$ cat src/rtl/decode_regfile.sv
// decode_regfile: decode-stage register file with two combinational read ports, one write port
// and a write-pending scoreboard that raises stall while a source operand is still outstanding.
module decode_regfile #(
    parameter int DATA_W   = 32,
    parameter int ADDR_W   = 4,
    parameter bit BYPASS   = 1'b1,
    parameter bit ZERO_REG = 1'b0
) (
    input  logic                 clk,
    input  logic                 rst,
    input  logic [ADDR_W-1:0]    rs,
    input  logic [ADDR_W-1:0]    rt,
    input  logic [ADDR_W-1:0]    rd,
    input  logic                 r_write,
    input  logic [DATA_W-1:0]    w_data,
    input  logic                 issue_valid,
    input  logic [ADDR_W-1:0]    issue_rd,
    output logic [DATA_W-1:0]    dataA,
    output logic [DATA_W-1:0]    dataB,
    output logic                 stall,
    output logic [2**ADDR_W-1:0] busy_vec
);
    localparam int DEPTH = 2 ** ADDR_W;

    logic [DATA_W-1:0] mem_q [DEPTH];
    logic [DATA_W-1:0] mem_d [DEPTH];
    logic [DEPTH-1:0]  busy_q, busy_d;
    logic              byp_a, byp_b;

    always_comb begin
        for (int i = 0; i < DEPTH; i++) begin
            mem_d[i]  = (r_write && rd == ADDR_W'(i)) ? w_data : mem_q[i];
            // set beats clear: a newer producer issued in the write-back cycle is still outstanding
            busy_d[i] = (issue_valid && issue_rd == ADDR_W'(i)) ||
                        (busy_q[i] && !(r_write && rd == ADDR_W'(i)));
        end
        if (ZERO_REG) begin
            mem_d[0]  = '0;
            busy_d[0] = 1'b0;
        end
    end

    always_ff @(posedge clk) begin
        if (rst) begin
            busy_q <= '0;
            for (int i = 0; i < DEPTH; i++) mem_q[i] <= '0;
        end else begin
            busy_q <= busy_d;
            mem_q  <= mem_d;
        end
    end

    assign byp_a = BYPASS && r_write && rd == rs;
    assign byp_b = BYPASS && r_write && rd == rt;

    always_comb begin
        dataA = (ZERO_REG && rs == '0) ? '0 : byp_a ? w_data : mem_q[rs];
        dataB = (ZERO_REG && rt == '0) ? '0 : byp_b ? w_data : mem_q[rt];
        stall = (busy_q[rs] && !byp_a) || (busy_q[rt] && !byp_b);
    end

    assign busy_vec = busy_q;
endmodule

$ cat config.mk
export PLATFORM = sky130hd
export DESIGN_NAME = decode_regfile
export DESIGN_NICKNAME = d
export VERILOG_FILES = /design/src/rtl/decode_regfile.sv
export SDC_FILE = /design/constraint.sdc
export NUM_CORES = 1
export LEC_CHECK = 0
export BUFFER_PORTS_ARGS = -buffer_cell sky130_fd_sc_hd__buf_4
export CORE_ASPECT_RATIO = 0.9
export CORE_MARGIN = 2
export CORE_UTILIZATION = 55
export DETAILED_ROUTE_END_ITERATION = 8
export HOLD_SLACK_MARGIN = 0.03
export PLACE_DENSITY = 0.74
export SLEW_MARGIN = 20
export SYNTH_ARGS = -nofsm -noshare
export SYNTH_HDL_FRONTEND = slang
export SYNTH_SLANG_ARGS = --single-unit
$ cat constraint.sdc
create_clock -name clk -period 8.8 [get_ports clk]
set_clock_uncertainty 0.1 [all_clocks]
set_input_delay 2.2 -clock clk [delete_from_list [all_inputs] [get_ports clk]]
set_output_delay 2.2 -clock clk [all_outputs]
set_load 0.01 [all_outputs]
==> metrics.csv, run 1 <==
metric;value;unit
critical path, cell by cell;clkbuf_8 -> buf_4 -> mux4_2 -> a22oi_1 -> nand2_1 -> mux2_2 -> buf_4;
CP Launch Type;input port;
hold depth;2;
vias in the first global route;23600;
CTS tree;built;
WP data arrival;4.75;ns
Final setup violation count;0;
hold endpoint;mem_q[45]$_SDFFE_PP0P_;
largest net degree at the start of global routing;235;
leakage power;10.1;nW
root buffer cell;clkbuf_16;
core box area;0.0481;mm^2
R2R Path Start;busy_vec[6]$_SDFF_PP0_;
main combinational cell family by area after synthesis;multiplexers;
worst slew pin tran;1.21;ns
Cells after Synth;3017;
Hold-fix buffers, CTS;0;
status;complete, no violations;
DP Worst Slack;1.74;ns
Fill cells;3910;
Fmax achieved;142;MHz
GRT Total Usage;36.4;%
Placer Congestion;0.867;
area of the multi-input gates;0.0152;mm^2
RSZ-0062 raised after global routing;no;
post-DP HPWL;50900;um
CP max-delay cell;clkbuf_8;
row cnt;76;
Critical Path RT;6.50;ns
CP max FO;77;
CTS Buf Count;53;
Synth Area in Compound Gates;13.5;%
Reg clk slew, reported paths;0.06;ns
Clock Tree Buf Depth;3;
FF/Latch Area;0.0106;mm^2
DRC;0;
I/O Pins;133;
CP peak stage delay;0.72;ns
R2R cell count;2;
average size of a mapped cell;8.94;um^2
vias;24300;
pwr/cell area;178;mW/mm^2
antenna violations before repair;2;
setup ws final;1.75;ns
setup_tns;0;ns
die footprint;0.0508;mm^2
mux contribution to synthesized area;24.9;%
# Post-CTS Setup Buffers;0;
final worst-path cycle share;80.1;%
max-slew violation count;0;
WL per Instance;26.0;um
syn nets;3069;
Worst R2R End;busy_vec[6]$_SDFF_PP0_;
Resized Gates After CTS;0;
layout cell share with drive strength beyond 1;21.5;%
H-tree levels;2;
Synth Area in Adders;0;%
final non-filler cell total;3596;
PortBufs;132;
launch point of the worst hold path;mem_q[45]$_SDFFE_PP0P_;
max-cap violation count;0;
worst hold path class;flop to flop;
Skew-Pair Late Insertion Delay;0.61;ns
Antenna Nets Post-Route;0;
Seq/Total Area, Yosys;39.2;%
minimum clock period;7.05;ns
register-to-register setup slack;7.92;ns
Final Hold Fails;0;
Post-DP Area;0.0280;mm^2
area delta synth->final;10.7;%
Inst Count DP;3498;
total length of routed wires;93600;um
final net count;2981;
TritonRoute pass-1 iters;6;
Yosys warning count;0;
most frequent CP cell;buf_4;
Simple-Gate Fraction of Synth Area;16.8;%
critical path capture point type;output port;
worst vdd ir;0.133;mV
chip height;214;um
Die X;237;um
first-pass GRT wire length;142000;um
Starting DRT DRC Count;3294;
Post-Synth XOR/XNOR Area;0.260;%
worst slew margin relative to its limit;19.1;%
Vias/cell;6.75;
Initial Util;56.0;%
CP Class;input port to output port;
count of cell types in the netlist;32;
Syn Std Cell Area;0.0270;mm^2
Congestion Overflow GR;0;
clk sink count;528;
cell area after layout;0.0298;mm^2
Tot Pwr;5.32;mW
FF+latch count, synth;528;
[synthesized netlist by cell type, drive strengths merged]
| master | count | share of area (%) |
|---|---|---|
| nand2 | 1102 | 15 |
| dfxtp | 528 | 39 |
| a21oi | 512 | 9.5 |
| mux4 | 266 | 22 |
| clkbuf | 234 | 3.3 |
| a22oi | 136 | 3.8 |
| buf | 89 | 2.0 |
| mux2 | 64 | 2.7 |
| nor2 | 34 | 0.47 |
| nor2b | 9 | 0.21 |
| xor2 | 6 | 0.19 |
| nand3 | 5 | 0.093 |
| a32oi | 4 | 0.13 |
| nor3 | 4 | 0.093 |
| and2 | 3 | 0.070 |
| and3b | 3 | 0.097 |
| a22o | 2 | 0.065 |
| and3 | 2 | 0.046 |
| nand2b | 2 | 0.046 |
| nand3b | 2 | 0.056 |
| nor3b | 2 | 0.056 |
| nor4 | 2 | 0.16 |
| xnor2 | 2 | 0.065 |
| a211oi | 1 | 0.028 |
| mux2i | 1 | 0.037 |
| o32ai | 1 | 0.032 |
| or3b | 1 | 0.032 |
[layer usage]
metal  vias up  wire, um  global-route usage [%]  share of wire, %
li1      10400         -                       -                 -
met1     11700     32700                    45.9                35
met2      1773     42700                    57.1                46
met3       428     12500                    9.32                13
met4         4      5650                    20.9               6.0
met5         -        27                       0             0.029
[cells by family after synthesis]
family                 Yosys count
AND/OR/NAND/NOR               1171
AO/OA/AOI/OAI                  656
XOR/XNOR                         8
multiplexers                   331
buffers and inverters          323
flip-flops                     528
[layout make-up]
cell class | instances | area share [%]
Tap cell | 624 | 2.62
Antenna cell | 1 | 0.00839
Sequential cell | 528 | 35.4
Clock buffer | 78 | 5.34
Timing Repair Buffer | 180 | 4.91
Clock inverter | 19 | 0.759
Multi-Input combinational cell | 2166 | 50.9
[worst max-delay path, delay by kind of cell]
kind            cells  cell delay [ns]
simple gates        1             0.11
compound gates      1             0.26
buf+inv             3             1.28
mux                 2             0.80
[state kept, by name, summed over array words and instances, names as in the netlist]
register  flops
mem_q       512
busy_vec     16
[worst max-delay path by stage]
stage                 to   from  cells after the start  slack, ns
2_1_floorplan  dataA[10]  rs[1]                      7       2.75
3_3_place_gp   dataA[20]  rs[0]                      7       1.78
3_5_place_dp   dataA[20]  rs[0]                      7       1.74
4_1_cts        dataA[20]  rs[0]                      7       1.74
5_1_grt        dataA[20]  rs[0]                      7       1.55
6_report       dataA[20]  rs[0]                      7       1.75
[per-stage QoR]
stage | hold slack [ns] | utilization, %
2_1_floorplan | 0.343 | -
3_3_place_gp | 0.348 | 58.2
3_5_place_dp | 0.357 | 58.2
4_1_cts | 0.365 | 62.0
5_1_grt | 0.384 | 62.0
6_report | 0.363 | 62.0
[layout by cell type, fill, tap and decap left out, types with 3 or more instances in the layout]
master,count
and3b_1,3
mux2_2,64
nand3_2,4
clkbuf_8,15
dfxtp_1,528
nor2_4,14
buf_4,168
nand2_4,4
mux4_2,266
clkinv_2,12
a32oi_1,4
clkbuf_16,55
nand2_1,1090
bufinv_16,5
a21oi_1,512
a22oi_1,136
nand2_2,8
nor2_1,20
buf_12,7
xor2_1,6
clkbuf_1,10
nor2b_4,4
nor2b_1,5
[where the power goes]
part / total [mW] / internal (mW) / leakage (nW) / switching, mW
Clock: 2.40 / 1.40 / 0.905 / 1.01
Combinational: 0.472 / 0.158 / 4.93 / 0.314
Sequential: 2.44 / 2.42 / 4.26 / 0.0237
No activity file was read; power rests on OpenSTA's default activity.
==> run 2, diff against run 1 <==
- clock period: 8.8 -> 7.2 ns (I/O delays scaled with it)
==> metrics.csv, run 2 (synthesis results as in run 1) <==
metric;value;unit;change
status;complete, no violations;;
max-cap violation count;0;;unchanged
WL per Instance;25.5;um;-1.9%
final worst-path cycle share;84.3;%;
area delta synth->final;11.4;%;
Critical Path RT;5.30;ns;-1.20 ns
Final Hold Fails;0;;unchanged
R2R cell count;2;;unchanged
Initial Util;56.0;%;unchanged
setup ws final;1.13;ns;-0.621 ns
GRT Total Usage;35.5;%;-0.87 points
Reg with most FFs;mem_q;;
H-tree levels;2;;unchanged
Skew-Pair Late Insertion Delay;0.61;ns;about the same
# Post-CTS Setup Buffers;0;;unchanged
most frequent CP cell;buf_4;;
vias;24300;;+0.074%
hold depth;2;;unchanged
leakage power;10.2;nW;+0.98%
layout cell share with drive strength beyond 1;22.0;%;+0.49 points
antenna violations before repair;2;;unchanged
met2 usage;55.5;%;-1.6 points
Reg clk slew, reported paths;0.06;ns;about the same
Resized Gates After CTS;0;;unchanged
row cnt;76;;unchanged
Final setup violation count;0;;unchanged
pwr/cell area;220;mW/mm^2;+23%
CP max FO;49;;-36%
PortBufs;132;;unchanged
RSZ-0062 raised after global routing;no;;
max-slew violation count;0;;unchanged
worst slew margin relative to its limit;14.8;%;-4.3 points
critical path capture point type;output port;;
WP data arrival;4.17;ns;-0.58 ns
register-to-register setup slack;6.34;ns;-1.58 ns
DRC;0;;unchanged
I/O Pins;133;;unchanged
DP Worst Slack;1.15;ns;-0.595 ns
worst hold path class;flop to flop;;
CP endpoint;dataA[27];;
GR Layer Usage met1;45.8;%;-0.060 points
first-pass GRT wire length;139000;um;-2.3%
Top Family by Delay on Critical Path;buffers and inverters;;
Hold-fix buffers, CTS;0;;unchanged
Worst R2R End;busy_vec[0]$_SDFF_PP0_;;
critical path, cell by cell;clkbuf_8 -> buf_4 -> mux4_2 -> a22oi_1 -> nand2_1 -> mux2_2 -> buf_4;;
layer with the highest usage;met2;;
final net count;2993;;+0.40%
CTS tree;built;;
CP Buf/Inv Count;3;;unchanged
root buffer cell;clkbuf_16;;
core box area;0.0481;mm^2;unchanged
worst setup path startpoint;rs[0];;
setup_tns;0;ns;unchanged
most common cell after layout, fill and taps aside;nand2_1;;
Die X;237;um;unchanged
R2R Path Start;busy_vec[0]$_SDFF_PP0_;;
post-DP HPWL;52300;um;+2.7%
CP Launch Type;input port;;
Vias/cell;6.72;;-0.34%
launch point of the worst hold path;mem_q[49]$_SDFFE_PP0P_;;
Fmax achieved;165;MHz;
Levels on crit path;7;;unchanged
Clock Tree Buf Depth;3;;unchanged
Placer Congestion;0.866;;-0.16%
Antenna Nets Post-Route;0;;unchanged
GR Util met3;8.32;%;-1.0 points
most frequent cells in the layout;nand2_1, dfxtp_1, a21oi_1;;
CP Class;input port to output port;;
Congestion Overflow GR;0;;unchanged
Starting DRT DRC Count;3596;;+9.2%
CP max-delay cell;mux4_2;;
die footprint;0.0508;mm^2;unchanged
clk sink count;528;;unchanged
CTS Buf Count;54;;+1.9%
max FFs per register;512;;unchanged
TritonRoute pass-1 iters;6;;unchanged
CP peak stage delay;0.56;ns;-0.16 ns
total length of routed wires;92200;um;-1.5%
vias in the first global route;23700;;+0.25%
chip height;214;um;unchanged
Fill cells;3888;;-0.56%
Hold WS;0.365;ns;+0.00141 ns
worst slew pin tran;1.28;ns;+0.0679 ns
minimum clock period;6.07;ns;
largest net degree at the start of global routing;147;;-37%
worst vdd ir;0.199;mV;+50%
==> run 2: worst min path at each step <==
stage and end:
2_1_floorplan mem_q[160]$_SDFFE_PP0P_, 3_3_place_gp mem_q[6]$_SDFFE_PP0P_, 3_5_place_dp mem_q[49]$_SDFFE_PP0P_, 4_1_cts mem_q[49]$_SDFFE_PP0P_, 5_1_grt mem_q[91]$_SDFFE_PP0P_, 6_report mem_q[49]$_SDFFE_PP0P_
==> run 2: stage by stage <==
stage | cell area (um^2) | power (mW) | instances | util (%)
after global routing | 30000 | 6.74 | 3610 | 62.4
after detailed placement | 28100 | 3.61 | 3508 | 58.4
after floorplan | 27000 | 3.42 | 3017 | -
after CTS | 30000 | 6.59 | 3609 | 62.3
final | 30000 | 6.60 | 3611 | 62.4
after global placement | 28100 | 3.60 | 3506 | 58.3
==> run 2: worst register-to-register path, cell delays in order (launching register included) <==
cell and delay, ns:
dfxtp_1 0.35, a22oi_1 0.21, nor2_1 0.07
==> run 2: final cells by class <==
| type | instances | area [um^2] | area share, % |
|---|---|---|---|
| clock inverters | 34 | 410 | 1.37 |
| well taps | 624 | 781 | 2.60 |
| diodes | 1 | 2.50 | 0.00833 |
| clock buffers | 67 | 1470 | 4.90 |
| repair buffers | 191 | 1610 | 5.36 |
| multi-input cells | 2166 | 15200 | 50.6 |
| flip-flops and latches | 528 | 10600 | 35.2 |
==> run 2: report_power, final <==
group	total, mW	internal (mW)	switching (mW)	leakage (nW)
Clock	3.03	1.77	1.26	0.936
Combinational	0.581	0.198	0.383	5.00
Sequential	2.99	2.96	0.0284	4.26
Total	6.60	4.93	1.67	10.2
==> run 2: metal layers <==
layer	vias to the layer above	share of wire, %
met5	-	0.029
met4	4	6.0
met3	412	14
met2	1871	45
met1	11600	35
li1	10400	-
